[src/rtl/riscv_mem_port_arbiter_if.sv]
// Bundle of the three requester ports, the shared response and the downstream memory port.
interface riscv_mem_port_arbiter_if #(
    parameter int unsigned p_req_w   = 67,
    parameter int unsigned p_resp_w  = 35,
    parameter int unsigned p_max_out = 4
);
    localparam int unsigned cnt_w = $clog2(p_max_out) + 1;

    logic                req0_val;
    logic                req0_rdy;
    logic [p_req_w-1:0]  req0_msg;
    logic                req1_val;
    logic                req1_rdy;
    logic [p_req_w-1:0]  req1_msg;
    logic                req2_val;
    logic                req2_rdy;
    logic [p_req_w-1:0]  req2_msg;

    logic                resp0_val;
    logic                resp1_val;
    logic                resp2_val;
    logic [p_resp_w-1:0] resp_msg;

    logic                mem_req_val;
    logic                mem_req_rdy;
    logic [p_req_w-1:0]  mem_req_msg;
    logic                mem_resp_val;
    logic [p_resp_w-1:0] mem_resp_msg;

    logic [cnt_w-1:0]    outstanding;
    logic                err;

    // Core and memory side: drives requests and the memory handshake inputs
    modport master (
        output req0_val, req0_msg, req1_val, req1_msg, req2_val, req2_msg,
        output mem_req_rdy, mem_resp_val, mem_resp_msg,
        input  req0_rdy, req1_rdy, req2_rdy,
        input  resp0_val, resp1_val, resp2_val, resp_msg,
        input  mem_req_val, mem_req_msg, outstanding, err
    );

    // Arbiter side
    modport slave (
        input  req0_val, req0_msg, req1_val, req1_msg, req2_val, req2_msg,
        input  mem_req_rdy, mem_resp_val, mem_resp_msg,
        output req0_rdy, req1_rdy, req2_rdy,
        output resp0_val, resp1_val, resp2_val, resp_msg,
        output mem_req_val, mem_req_msg, outstanding, err
    );
endinterface

[src/rtl/riscv_mem_port_arbiter.sv]
// Shares one val/rdy memory port among imem0, imem1 and dmem; an in-order ID
// queue steers each memory response back to the requester that issued it.
module riscv_mem_port_arbiter #(
    parameter int unsigned p_req_w     = 67,
    parameter int unsigned p_resp_w    = 35,
    parameter int unsigned p_max_out   = 4,
    parameter bit          p_data_prio = 1'b1
) (
    input  logic                        clk,
    input  logic                        reset,
    riscv_mem_port_arbiter_if.slave     bus
);
    localparam int unsigned ptr_w = $clog2(p_max_out);
    localparam int unsigned cnt_w = $clog2(p_max_out) + 1;
    localparam logic [cnt_w-1:0] max_cnt = cnt_w'(p_max_out);

    logic [1:0]       id_q [p_max_out];
    logic [ptr_w-1:0] head_q, head_d;
    logic [ptr_w-1:0] tail_q, tail_d;
    logic [cnt_w-1:0] cnt_q, cnt_d;
    logic [1:0]       rr_q, rr_d;
    logic             err_q, err_d;

    logic [2:0]       val_c;
    logic [2:0]       wins_c;
    logic [1:0]       ord_c [3];
    logic [1:0]       grant_c;
    logic             blocked_c;
    logic             full_c;
    logic             fire_c;
    logic             pop_c;

    function automatic logic [1:0] inc3(input logic [1:0] x);
        return (x == 2'd2) ? 2'd0 : x + 2'd1;
    endfunction

    assign val_c  = {bus.req2_val, bus.req1_val, bus.req0_val};
    assign full_c = (cnt_q == max_cnt);

    // Priority order for this cycle, highest first
    always_comb begin
        if (p_data_prio) begin
            ord_c[0] = 2'd2;
            ord_c[1] = rr_q[0] ? 2'd1 : 2'd0;
            ord_c[2] = rr_q[0] ? 2'd0 : 2'd1;
        end else begin
            ord_c[0] = rr_q;
            ord_c[1] = inc3(rr_q);
            ord_c[2] = inc3(inc3(rr_q));
        end
    end

    // A port "wins" when nothing ahead of it is valid, so its rdy never looks
    // at its own val; the grant is the first valid port in the order.
    always_comb begin
        blocked_c = 1'b0;
        wins_c    = '0;
        grant_c   = 2'd0;
        for (int k = 0; k < 3; k++) begin
            wins_c[ord_c[k]] = !blocked_c;
            if (val_c[ord_c[k]] && !blocked_c) begin
                grant_c = ord_c[k];
            end
            if (val_c[ord_c[k]]) begin
                blocked_c = 1'b1;
            end
        end
    end

    // Full blocks issue even when a pop lands in the same cycle, keeping
    // mem_resp_val off the mem_req_val path.
    assign bus.mem_req_val = reset && (|val_c) && !full_c;
    assign fire_c          = bus.mem_req_val && bus.mem_req_rdy;
    assign bus.req0_rdy    = reset && wins_c[0] && bus.mem_req_rdy && !full_c;
    assign bus.req1_rdy    = reset && wins_c[1] && bus.mem_req_rdy && !full_c;
    assign bus.req2_rdy    = reset && wins_c[2] && bus.mem_req_rdy && !full_c;

    // Granted request passes straight through
    always_comb begin
        case (grant_c)
            2'd1:    bus.mem_req_msg = bus.req1_msg;
            2'd2:    bus.mem_req_msg = bus.req2_msg;
            default: bus.mem_req_msg = bus.req0_msg;
        endcase
    end

    // Responses go to the requester at the head of the ID queue
    assign pop_c         = reset && bus.mem_resp_val && (cnt_q != '0);
    assign bus.resp0_val = pop_c && (id_q[head_q] == 2'd0);
    assign bus.resp1_val = pop_c && (id_q[head_q] == 2'd1);
    assign bus.resp2_val = pop_c && (id_q[head_q] == 2'd2);
    assign bus.resp_msg  = bus.mem_resp_msg;

    assign bus.outstanding = cnt_q;
    assign bus.err         = err_q;

    // Next state for queue pointers, occupancy, RR pointer and error flag
    always_comb begin
        head_d = head_q;
        tail_d = tail_q;
        rr_d   = rr_q;
        err_d  = err_q;
        cnt_d  = cnt_q + cnt_w'(fire_c) - cnt_w'(pop_c);
        if (fire_c) begin
            tail_d = tail_q + ptr_w'(1);
            if (!p_data_prio) begin
                rr_d = inc3(grant_c);
            end else if (grant_c != 2'd2) begin
                rr_d = (grant_c == 2'd0) ? 2'd1 : 2'd0;
            end
        end
        if (pop_c) begin
            head_d = head_q + ptr_w'(1);
        end
        if (bus.mem_resp_val && (cnt_q == '0)) begin
            err_d = 1'b1;
        end
    end

    // Control state, synchronous active-low reset
    always_ff @(posedge clk) begin
        if (!reset) begin
            head_q <= '0;
            tail_q <= '0;
            cnt_q  <= '0;
            rr_q   <= 2'd0;
            err_q  <= 1'b0;
        end else begin
            head_q <= head_d;
            tail_q <= tail_d;
            cnt_q  <= cnt_d;
            rr_q   <= rr_d;
            err_q  <= err_d;
        end
    end

    // ID storage; stale entries are never read because occupancy gates the pop
    always_ff @(posedge clk) begin
        if (reset && fire_c) begin
            id_q[tail_q] <= grant_c;
        end
    end
endmodule
[src/flat_wrapper.sv]
// flat-port wrapper written by rule: the top's interface ports become plain ports
module riscv_mem_port_arbiter_flat 
#(
    parameter int unsigned p_req_w     = 67,
    parameter int unsigned p_resp_w    = 35,
    parameter int unsigned p_max_out   = 4,
    parameter bit          p_data_prio = 1'b1
)
  (clk, reset, bus_req0_val, bus_req0_msg, bus_req1_val, bus_req1_msg, bus_req2_val, bus_req2_msg, bus_mem_req_rdy, bus_mem_resp_val, bus_mem_resp_msg, bus_req0_rdy, bus_req1_rdy, bus_req2_rdy, bus_resp0_val, bus_resp1_val, bus_resp2_val, bus_resp_msg, bus_mem_req_val, bus_mem_req_msg, bus_outstanding, bus_err);
  riscv_mem_port_arbiter_if #(.p_req_w(p_req_w), .p_resp_w(p_resp_w), .p_max_out(p_max_out)) bus_i ();
  input  logic clk;
  input  logic reset;
  input wire logic [$bits(bus_i.req0_val)-1:0] bus_req0_val;
  input wire logic [$bits(bus_i.req0_msg)-1:0] bus_req0_msg;
  input wire logic [$bits(bus_i.req1_val)-1:0] bus_req1_val;
  input wire logic [$bits(bus_i.req1_msg)-1:0] bus_req1_msg;
  input wire logic [$bits(bus_i.req2_val)-1:0] bus_req2_val;
  input wire logic [$bits(bus_i.req2_msg)-1:0] bus_req2_msg;
  input wire logic [$bits(bus_i.mem_req_rdy)-1:0] bus_mem_req_rdy;
  input wire logic [$bits(bus_i.mem_resp_val)-1:0] bus_mem_resp_val;
  input wire logic [$bits(bus_i.mem_resp_msg)-1:0] bus_mem_resp_msg;
  output wire logic [$bits(bus_i.req0_rdy)-1:0] bus_req0_rdy;
  output wire logic [$bits(bus_i.req1_rdy)-1:0] bus_req1_rdy;
  output wire logic [$bits(bus_i.req2_rdy)-1:0] bus_req2_rdy;
  output wire logic [$bits(bus_i.resp0_val)-1:0] bus_resp0_val;
  output wire logic [$bits(bus_i.resp1_val)-1:0] bus_resp1_val;
  output wire logic [$bits(bus_i.resp2_val)-1:0] bus_resp2_val;
  output wire logic [$bits(bus_i.resp_msg)-1:0] bus_resp_msg;
  output wire logic [$bits(bus_i.mem_req_val)-1:0] bus_mem_req_val;
  output wire logic [$bits(bus_i.mem_req_msg)-1:0] bus_mem_req_msg;
  output wire logic [$bits(bus_i.outstanding)-1:0] bus_outstanding;
  output wire logic [$bits(bus_i.err)-1:0] bus_err;
  assign bus_i.req0_val = bus_req0_val;
  assign bus_i.req0_msg = bus_req0_msg;
  assign bus_i.req1_val = bus_req1_val;
  assign bus_i.req1_msg = bus_req1_msg;
  assign bus_i.req2_val = bus_req2_val;
  assign bus_i.req2_msg = bus_req2_msg;
  assign bus_i.mem_req_rdy = bus_mem_req_rdy;
  assign bus_i.mem_resp_val = bus_mem_resp_val;
  assign bus_i.mem_resp_msg = bus_mem_resp_msg;
  assign bus_req0_rdy = bus_i.req0_rdy;
  assign bus_req1_rdy = bus_i.req1_rdy;
  assign bus_req2_rdy = bus_i.req2_rdy;
  assign bus_resp0_val = bus_i.resp0_val;
  assign bus_resp1_val = bus_i.resp1_val;
  assign bus_resp2_val = bus_i.resp2_val;
  assign bus_resp_msg = bus_i.resp_msg;
  assign bus_mem_req_val = bus_i.mem_req_val;
  assign bus_mem_req_msg = bus_i.mem_req_msg;
  assign bus_outstanding = bus_i.outstanding;
  assign bus_err = bus_i.err;
  riscv_mem_port_arbiter #(.p_req_w(p_req_w), .p_resp_w(p_resp_w), .p_max_out(p_max_out), .p_data_prio(p_data_prio)) u_core (.clk(clk), .reset(reset), .bus(bus_i));
endmodule
[config.mk]
export PLATFORM = sky130hd
export DESIGN_NAME = riscv_mem_port_arbiter_flat
export DESIGN_NICKNAME = d
export VERILOG_FILES = /design/src/rtl/riscv_mem_port_arbiter_if.sv /design/src/rtl/riscv_mem_port_arbiter.sv /design/src/flat_wrapper.sv
export SDC_FILE = /design/constraint.sdc
export NUM_CORES = 1
export LEC_CHECK = 0
export BUFFER_PORTS_ARGS = -buffer_cell sky130_fd_sc_hd__clkbuf_2
export CAP_MARGIN = 10
export CORE_AREA = 2 2 138 140
export CTS_CLUSTER_DIAMETER = 40
export CTS_CLUSTER_SIZE = 25
export DETAILED_ROUTE_END_ITERATION = 12
export DIE_AREA = 0 0 140 142
export PLACE_DENSITY = 0.47
export SYNTH_ARGS = -nofsm -noshare
export SYNTH_HDL_FRONTEND = slang
export SYNTH_SLANG_ARGS = --single-unit
[constraint.sdc]
create_clock -name clk -period 7.2 [get_ports clk]
set_input_delay 2.16 -clock clk [delete_from_list [all_inputs] [get_ports clk]]
set_output_delay 2.16 -clock clk [all_outputs]
set_load 0.05 [all_outputs]
==> impl_metrics.env, run 1 <==
export IMPL_drc=34
export IMPL_hold_slack_ns=0.466
export IMPL_critPathKind="input port to primary output"
export IMPL_cap_violations=0
export IMPL_end_kind="primary output"
export IMPL_start_kind="input port"
export IMPL_cts_tree="built"
export IMPL_fin_nets=833
export IMPL_power_total_uw=714
export IMPL_h_tree_depth=1
export IMPL_wl_mm=11.4
export IMPL_netlist_instances=353
export IMPL_detailed_place_hpwl_mm=9.57
export IMPL_multi_input_area_mm2=0.00158
export IMPL_boundaryPins=356
export IMPL_max_freq_mhz=159
export IMPL_postCtsSetupBuffers=0
export IMPL_port_buffers=285
export IMPL_routedWlPerCell_um=14.1
export IMPL_syn_area_mm2=0.00247
export IMPL_postCtsHoldBufs=0
export IMPL_hold_viol_final=0
export IMPL_fin_skew_ns=0.00141
export IMPL_hp_class="register to register"
export IMPL_cp_depth=8
export IMPL_status="finished with violations"
export IMPL_fillerInstances=2090
export IMPL_r2r_start="u_core.bus.outstanding[0]$_SDFF_PN0_"
export IMPL_syn_num_nets=606
export IMPL_critPathRequiredTime_ns=5.04
export IMPL_cts_buffer_depth=2
export IMPL_synth_top_area_share_pct=20.4
export IMPL_setup_viol=0
export IMPL_clk_latency_ns=0.25
export IMPL_gp_congestion=0.773
export IMPL_cpPeakStageDelay_ns=0.42
export IMPL_slew_viol_final=0
export IMPL_die_area_mm2=0.0199
export IMPL_layout_drive_gt1_share_pct=51.8
export IMPL_synth_distinct_cells=28
export IMPL_regArea_um2=460
export IMPL_rrSetupSlack_ns=5.00
export IMPL_setup_ws_ns=0.900
export IMPL_power_per_cell_area_mw_per_mm2=180
export IMPL_core_mm2=0.0185
export IMPL_yosys_area_top_type="a22oi_1"
export IMPL_synth_avg_cell_area_um2=7.00
export IMPL_grt_overflow=0
export IMPL_yosys_warnings=0
export IMPL_synth_seq_cells=19
export IMPL_antenna_found_initial=0
export IMPL_cp_max_fo=39
export IMPL_cts_sinks=19
export IMPL_ant_nets=0
export IMPL_place_ws_ns=0.878
export IMPL_ys_seq_area_share_pct=18.6
export IMPL_cp_top_family="buffers and inverters"
export IMPL_path_buf_inv=3
export IMPL_numCtsBuffers=3
export IMPL_leakagePower_nw=2.04
export IMPL_grt_max_degree=79
export IMPL_slew_headroom_pct=53.1
export IMPL_r2r_cells=8
export IMPL_final_common_cell="clkbuf_2"
export IMPL_min_period_over_period_pct=87.5
export IMPL_crit_start="bus_req2_val"
export IMPL_drt_initial_drc_count=196
export IMPL_vias_per_cell=4.04
export IMPL_min_period_ns=6.30
export IMPL_clock_root_buffer="clkbuf_16"
export IMPL_die_y_um=142
export IMPL_path_common_cell="clkbuf_2"
export IMPL_rsz0062_at_grt="no"
export IMPL_yosys_top_cells_area="a22oi_1 20%, o21ai_0 14%, nand2_1 11%"
export IMPL_row_count=50
export IMPL_syn_to_final_growth_pct=60.1
export IMPL_final_cell_mix="285 x clkbuf_2, 75 x nand2_1, 67 x a22oi_1, 67 x o21ai_0, 12 x inv_1"
export IMPL_regToRegEndpoint="u_core.bus.outstanding[2]$_SDFF_PN0_"
export IMPL_crit_end="bus_mem_req_msg[20]"
export IMPL_worst_pin_slew_ns=0.698
export IMPL_initial_core_util_pct=13.4
export IMPL_cts_resized=0
export IMPL_critPathArrivalTime_ns=4.14
export IMPL_ir_worst_vdd_uv=94.2
export IMPL_grt_usage_pct=10.3
export IMPL_grt_pass1_wl_mm=16.4
export IMPL_violations="design-rule violations"
export IMPL_crit_slowest_cell="ha_4"
export IMPL_die_x_um=140
export IMPL_path_cells="clkbuf_2 -> a21oi_1 -> and2_1 -> ha_4 -> buf_12 -> a22oi_1 -> o21ai_0 -> clkbuf_2"
export IMPL_vias=3288
export IMPL_dr_pass1_iters=8
export IMPL_path_clk_slew_ns=0.05
export IMPL_grt_pass1_vias=3085
export IMPL_setup_tns_ns=0
[power breakdown]
group | switching [mW] | internal [mW] | total (mW) | leakage, nW
clock | 0.0398 | 0.0753 | 0.115 | 0.0382
sequential | 0.0196 | 0.128 | 0.148 | 0.164
combinational | 0.312 | 0.139 | 0.451 | 1.84
[layer usage]
metal  wire length, um  track usage (%)
met5                 0                0
met4                97             1.28
met3              1150             3.06
met2              5440             17.4
met1              4750             13.4
[synth_stat cells]
library cell and count:
ha_1 9, xor2_1 1, buf_2 13, inv_1 12, mux2i_1 4, edfxtp_1 8
a211oi_1 2, buf_4 35, mux4_2 2, nor3b_2 1, a21oi_1 2, nor2_1 1
nor3b_1 2, nand2_1 75, nor3_4 1, fa_1 1, o311ai_4 1, dfxtp_1 11
nor4_1 1, nor3_1 3, o21ai_0 67, a22oi_1 67, and2_1 10, or3b_2 1
nand3_1 1, clkbuf_1 19, xnor2_1 2, nor2b_1 1
[how the worst min path moves through the flow]
stage,start,to,slack (ns),cells after the start
after floorplan,u_core.head_q[1]$_SDFFE_PN0P_,register,0.43,1
after global placement,u_core.head_q[1]$_SDFFE_PN0P_,u_core.head_q[1]$_SDFFE_PN0P_,0.45,1
after detailed placement,u_core.head_q[1]$_SDFFE_PN0P_,register,0.46,1
after CTS,u_core.head_q[1]$_SDFFE_PN0P_,register,0.47,1
after global routing,u_core.head_q[1]$_SDFFE_PN0P_,u_core.head_q[1]$_SDFFE_PN0P_,0.49,1
final,u_core.head_q[1]$_SDFFE_PN0P_,u_core.head_q[1]$_SDFFE_PN0P_,0.47,1
[final cells by class]
type                       instances  area share (%)
multi-input combinational        255            40.0
tap                              234            7.40
antenna                            1          0.0633
inverter                          12            1.14
timing repair buffer             289            37.8
clock buffer                       4            1.99
sequential                        19            11.6
[cells by family (layout without fill, tap and decap cells)]
logic type	Yosys count	after routing	share of synthesized area, %
buffers and inverters	79	305	18.0
flip-flops	19	19	18.6
multiplexers	6	6	3.44
AND/OR/NAND/NOR	97	97	17.5
adder cells (fa/ha/maj)	10	10	5.37
other	0	1	0
AO/OA/AOI/OAI	139	139	36.0
XOR/XNOR	3	3	1.06
[per-stage QoR]
| step | util (%) | instances | area, um2 |
|---|---|---|---|
| floorplan | - | 353 | 2470 |
| finish | 21.4 | 814 | 3960 |
| global placement | 21.0 | 809 | 3870 |
| detailed placement | 21.0 | 809 | 3870 |
| CTS | 21.4 | 813 | 3950 |
| global route | 21.4 | 813 | 3950 |
(Power assumes the default switching activity.)
==> inputs of run 2 (changes only) <==
Settings changed: BUFFER_PORTS_ARGS -buffer_cell sky130_fd_sc_hd__clkbuf_2 to default, CORE_AREA 2 2 138 140 to 2 2 140 142, DIE_AREA 0 0 140 142 to 0 0 142 144, DONT_BUFFER_PORTS from default to 1, PLACE_DENSITY 0.47 to 0.3.
==> run 2 against run 1 <==
  * Die area increased by 2.9%
  * Worst setup slack improved by 0.048 ns
  * Non-clock buffer count decreased by 217
  * The run now ends clean
  * Sequential power increased by 17%
==> impl_metrics.env, run 2 (synthesized netlist as in run 1, its figures left out) <==
export IMPL_die_area_mm2=0.0204
export IMPL_clk_latency_ns=0.25
export IMPL_grt_usage_pct=8.37
export IMPL_highest_layer="met4"
export IMPL_setup_ws_ns=0.949
export IMPL_cts_buffer_depth=2
export IMPL_grt_max_degree=68
export IMPL_drc=0
export IMPL_final_cells=600
export IMPL_slew_viol_final=0
export IMPL_row_count=51
export IMPL_fin_skew_ns=0.00398
export IMPL_syn_to_final_growth_pct=22.9
export IMPL_drt_initial_drc_count=149
export IMPL_ant_nets=0
export IMPL_post_route_util_pct=15.9
export IMPL_critPathArrivalTime_ns=4.09
export IMPL_hold_slack_ns=0.453
export IMPL_path_clk_slew_ns=0.06
export IMPL_leakagePower_nw=1.18
export IMPL_setup_viol=0
export IMPL_final_area_mm2=0.00304
export IMPL_power_total_uw=679
export IMPL_layout_drive_gt1_share_pct=24.0
export IMPL_cts_resized=0
export IMPL_dr_pass1_iters=6
export IMPL_slew_headroom_pct=34.0
export IMPL_fin_nets=616
export IMPL_die_x_um=142
export IMPL_postCtsHoldBufs=0
export IMPL_postCtsSetupBuffers=0
export IMPL_regArea_um2=460
export IMPL_wl_mm=10.3
export IMPL_vias_per_cell=4.39
export IMPL_boundaryPins=356
export IMPL_wl_met2_mm=5.27
export IMPL_grt_pass1_vias=2245
export IMPL_numCtsBuffers=3
export IMPL_routedLengthMet1_mm=4.04
export IMPL_path_cells="a21oi_1 -> nand2_1 -> ha_2 -> buf_4 -> a22oi_1 -> o21ai_1 -> buf_4"
export IMPL_multi_input_area_mm2=0.00160
export IMPL_vias=2632
export IMPL_path_common_cell="buf_4"
export IMPL_grt_overflow=0
export IMPL_holdPathStages=1
export IMPL_place_inst=596
export IMPL_max_freq_mhz=160
export IMPL_worst_pin_slew_ns=0.986
export IMPL_cts_sinks=19
export IMPL_initial_core_util_pct=13.0
export IMPL_port_buffers=0
export IMPL_r2r_cells=8
export IMPL_cap_violations=0
export IMPL_min_period_over_period_pct=86.8
export IMPL_start_kind="input port"
export IMPL_fillerInstances=2191
export IMPL_power_per_cell_area_mw_per_mm2=224
export IMPL_min_period_ns=6.25
export IMPL_clock_root_buffer="clkbuf_16"
export IMPL_insertedDiodeCount=0
export IMPL_h_tree_depth=1
export IMPL_ir_worst_vdd_uv=56.3
export IMPL_core_mm2=0.0191
export IMPL_cts_tree="built"
export IMPL_hp_class="register to register"
export IMPL_setup_tns_ns=0
export IMPL_status="complete, no violations"
export IMPL_gp_congestion=0.782
export IMPL_final_common_cell="nand2_1"
export IMPL_dpl_cell_area_mm2=0.00296
export IMPL_place_ws_ns=0.969
export IMPL_critPathKind="input port to primary output"
export IMPL_wl_met3_um=927
export IMPL_final_cell_mix="75 x nand2_1, 71 x buf_4, 67 x a22oi_1, 67 x o21ai_1, 12 x inv_1"
export IMPL_routedWlPerCell_um=17.2
export IMPL_cp_max_fo=35
export IMPL_rsz0062_at_grt="no"
export IMPL_end_kind="primary output"
export IMPL_crit_slowest_cell="ha_2"
export IMPL_detailed_place_hpwl_mm=8.50
export IMPL_hold_viol_final=0
export IMPL_cpPeakStageDelay_ns=0.69
export IMPL_antenna_found_initial=0
export IMPL_die_y_um=144
export IMPL_grt_pass1_wl_mm=13.0
export IMPL_critPathRequiredTime_ns=5.04
==> run 2: cell count changes in the layout (fill, tap and decap cells not counted), sizes merged <==
cell    before  now
clkbuf     289    4
buf          4   72
diode        1    0
==> run 2: layer usage <==
metal	track usage [%]	vias to the layer above
met5	0	-
met4	1.32	0
met3	2.22	4
met2	15.4	190
met1	9.93	1193
li1	-	1245
==> run 2: path summary, 6_finish.rpt <==
path                                         from                                    to  slack, ns
max                                  bus_req0_val                   bus_mem_req_msg[10]       0.95
min reg2reg         u_core.head_q[1]$_SDFFE_PN0P_         u_core.head_q[1]$_SDFFE_PN0P_       0.45
max reg2reg  u_core.bus.outstanding[0]$_SDFF_PN0_  u_core.bus.outstanding[2]$_SDFF_PN0_       4.73
min                 u_core.head_q[1]$_SDFFE_PN0P_         u_core.head_q[1]$_SDFFE_PN0P_       0.45
==> run 2: area by class of cell <==
cell class	count	area share, %
timing repair buffer	72	18.2
inverter	12	1.48
tap	238	9.81
sequential	19	15.2
clock buffer	4	2.60
multi-input combinational	255	52.7
==> run 2: where the power goes <==
| group | switching [mW] | internal, mW | leakage (nW) |
|---|---|---|---|
| registers | 0.0446 | 0.128 | 0.164 |
| clock network | 0.0388 | 0.0753 | 0.0382 |
| logic | 0.269 | 0.123 | 0.974 |
==> run 2: worst max-delay path: cells and delay by family <==
family                     cells  cell delay [ns]
buffers and inverters          2             0.70
adders and majority gates      1             0.69
AOI/OAI and AO/OA              3             0.40
and+or+nand+nor                1             0.09
==> inputs of run 3 (changes only) <==
Settings changed: CORE_AREA 2 2 140 142 to 2 2 138 140, DIE_AREA 0 0 142 144 to 0 0 140 142, PLACE_DENSITY 0.3 to 0.31, RECOVER_POWER from default to 50.
==> run 3 against run 2 <==
  * The run now ends with design-rule violations, max-capacitance violations, max-slew violations left
  * Clock skew barely moved
  * Sequential share of layout area rose by 0.30 points
  * Clock power barely moved
  * Register-to-register slack got worse by 0.88 ns
  * Clock-buffer cell count fell by 1
  * Power fell by 0.40%
  * Cell count fell by 0.67%
  * Largest cell class unchanged
  * Largest power group unchanged
  * Highest routed layer unchanged
==> impl_metrics.env, run 3 (synthesized netlist as in run 1, its figures left out) <==
export IMPL_layout_drive_gt1_share_pct=22.7
export IMPL_cp_top_family="adder cells"
export IMPL_ir_worst_vdd_uv=55.8
export IMPL_die_y_um=142
export IMPL_critPathKind="input port to primary output"
export IMPL_vias_per_cell=4.42
export IMPL_postCtsHoldBufs=0
export IMPL_power_per_cell_area_mw_per_mm2=227
export IMPL_critPathArrivalTime_ns=4.12
export IMPL_hold_viol_final=0
export IMPL_drt_initial_drc_count=174
export IMPL_status="finished with violations"
export IMPL_start_kind="input port"
export IMPL_cts_sinks=19
export IMPL_ant_nets=0
export IMPL_min_period_ns=6.28
export IMPL_port_buffers=0
export IMPL_fin_skew_ns=0.00389
export IMPL_setup_ws_ns=0.920
export IMPL_grt_usage_pct=8.26
export IMPL_cts_resized=0
export IMPL_syn_to_final_growth_pct=20.5
export IMPL_gp_congestion=0.730
export IMPL_dr_pass1_iters=11
export IMPL_max_freq_mhz=159
export IMPL_rsz0062_at_grt="no"
export IMPL_grt_pass1_wl_mm=12.9
export IMPL_end_kind="primary output"
export IMPL_cap_violations=3
export IMPL_row_count=50
export IMPL_final_cell_mix="75 x nand2_1, 71 x buf_4, 67 x a22oi_1, 67 x o21ai_1, 12 x inv_1"
export IMPL_cts_tree="built"
export IMPL_min_period_over_period_pct=87.2
export IMPL_cpPeakStageDelay_ns=0.71
export IMPL_drc=11
export IMPL_crit_slowest_cell="ha_4"
export IMPL_grt_overflow=0
export IMPL_violations="design-rule violations, max-capacitance violations, max-slew violations"
export IMPL_leakagePower_nw=1.16
export IMPL_slew_headroom_pct=-6.63
export IMPL_worst_pin_slew_ns=1.59
export IMPL_fin_nets=616
export IMPL_place_ws_ns=1.00
export IMPL_slew_viol_final=2
export IMPL_path_cells="a21oi_1 -> and2_0 -> ha_4 -> a22oi_1 -> o21ai_1 -> buf_4"
export IMPL_final_common_cell="nand2_1"
export IMPL_core_mm2=0.0185
export IMPL_clock_root_buffer="clkbuf_16"
export IMPL_grt_pass1_vias=2350
export IMPL_rrSetupSlack_ns=3.85
export IMPL_initial_core_util_pct=13.4
export IMPL_hp_class="register to register"
export IMPL_clk_latency_ns=0.25
export IMPL_grt_max_degree=68
export IMPL_setup_viol=0
export IMPL_path_clk_slew_ns=0.06
export IMPL_boundaryPins=356
export IMPL_detailed_place_hpwl_mm=8.00
export IMPL_wl_mm=9.69
export IMPL_insertedDiodeCount=0
export IMPL_numCtsBuffers=3
export IMPL_die_x_um=140
export IMPL_routedWlPerCell_um=16.3
export IMPL_vias=2637
export IMPL_postCtsSetupBuffers=0
export IMPL_h_tree_depth=1
export IMPL_antenna_found_initial=0
export IMPL_die_area_mm2=0.0199
export IMPL_cp_max_fo=67
export IMPL_critPathRequiredTime_ns=5.04
export IMPL_cts_buffer_depth=2
export IMPL_path_buf_inv=1
export IMPL_setup_tns_ns=0
==> run 3: worst paths after layout <==
kind                                        start                              endpoint  cells after the start
max                                  bus_req0_val                   bus_mem_req_msg[61]                      6
max reg2reg  u_core.bus.outstanding[0]$_SDFF_PN0_  u_core.bus.outstanding[2]$_SDFF_PN0_                      8
min reg2reg         u_core.head_q[1]$_SDFFE_PN0P_                              register                      1
min                 u_core.head_q[1]$_SDFFE_PN0P_                              register                      1
==> run 3: where the power goes <==
group	internal [mW]	switching (mW)	total, mW
Sequential	0.128	0.0430	0.171
Clock	0.0751	0.0422	0.117
Combinational	0.118	0.270	0.388
==> run 3: through the flow <==
step	hold slack (ns)	total power, mW	util (%)	instances	area [um2]
after floorplan	0.427	0.517	-	353	2470
after global placement	0.456	0.566	15.9	592	2940
after detailed placement	0.473	0.571	15.9	592	2940
after CTS	0.472	0.690	16.4	596	3020
after global routing	0.510	0.713	16.1	596	2980
final	0.463	0.677	16.1	596	2980
==> run 3: area by class of cell <==
type / count / area [um2]
fillers: 2080 / 15500
multi-input cells: 255 / 1560
repair buffers: 72 / 537
flip-flops and latches: 19 / 460
well taps: 234 / 293
clock buffers: 3 / 75.1
inverters: 12 / 45.0
clock inverters: 1 / 7.51
==> run 3: routing by layer <==
layer / global-route usage (%) / wire length (um) / up-vias
met4: 3.93 / 359 / 0
met1: 9.65 / 3680 / 1169
met2: 14.4 / 4730 / 201
met5: 0 / 0 / -
li1: - / - / 1246
met3: 1.85 / 919 / 21
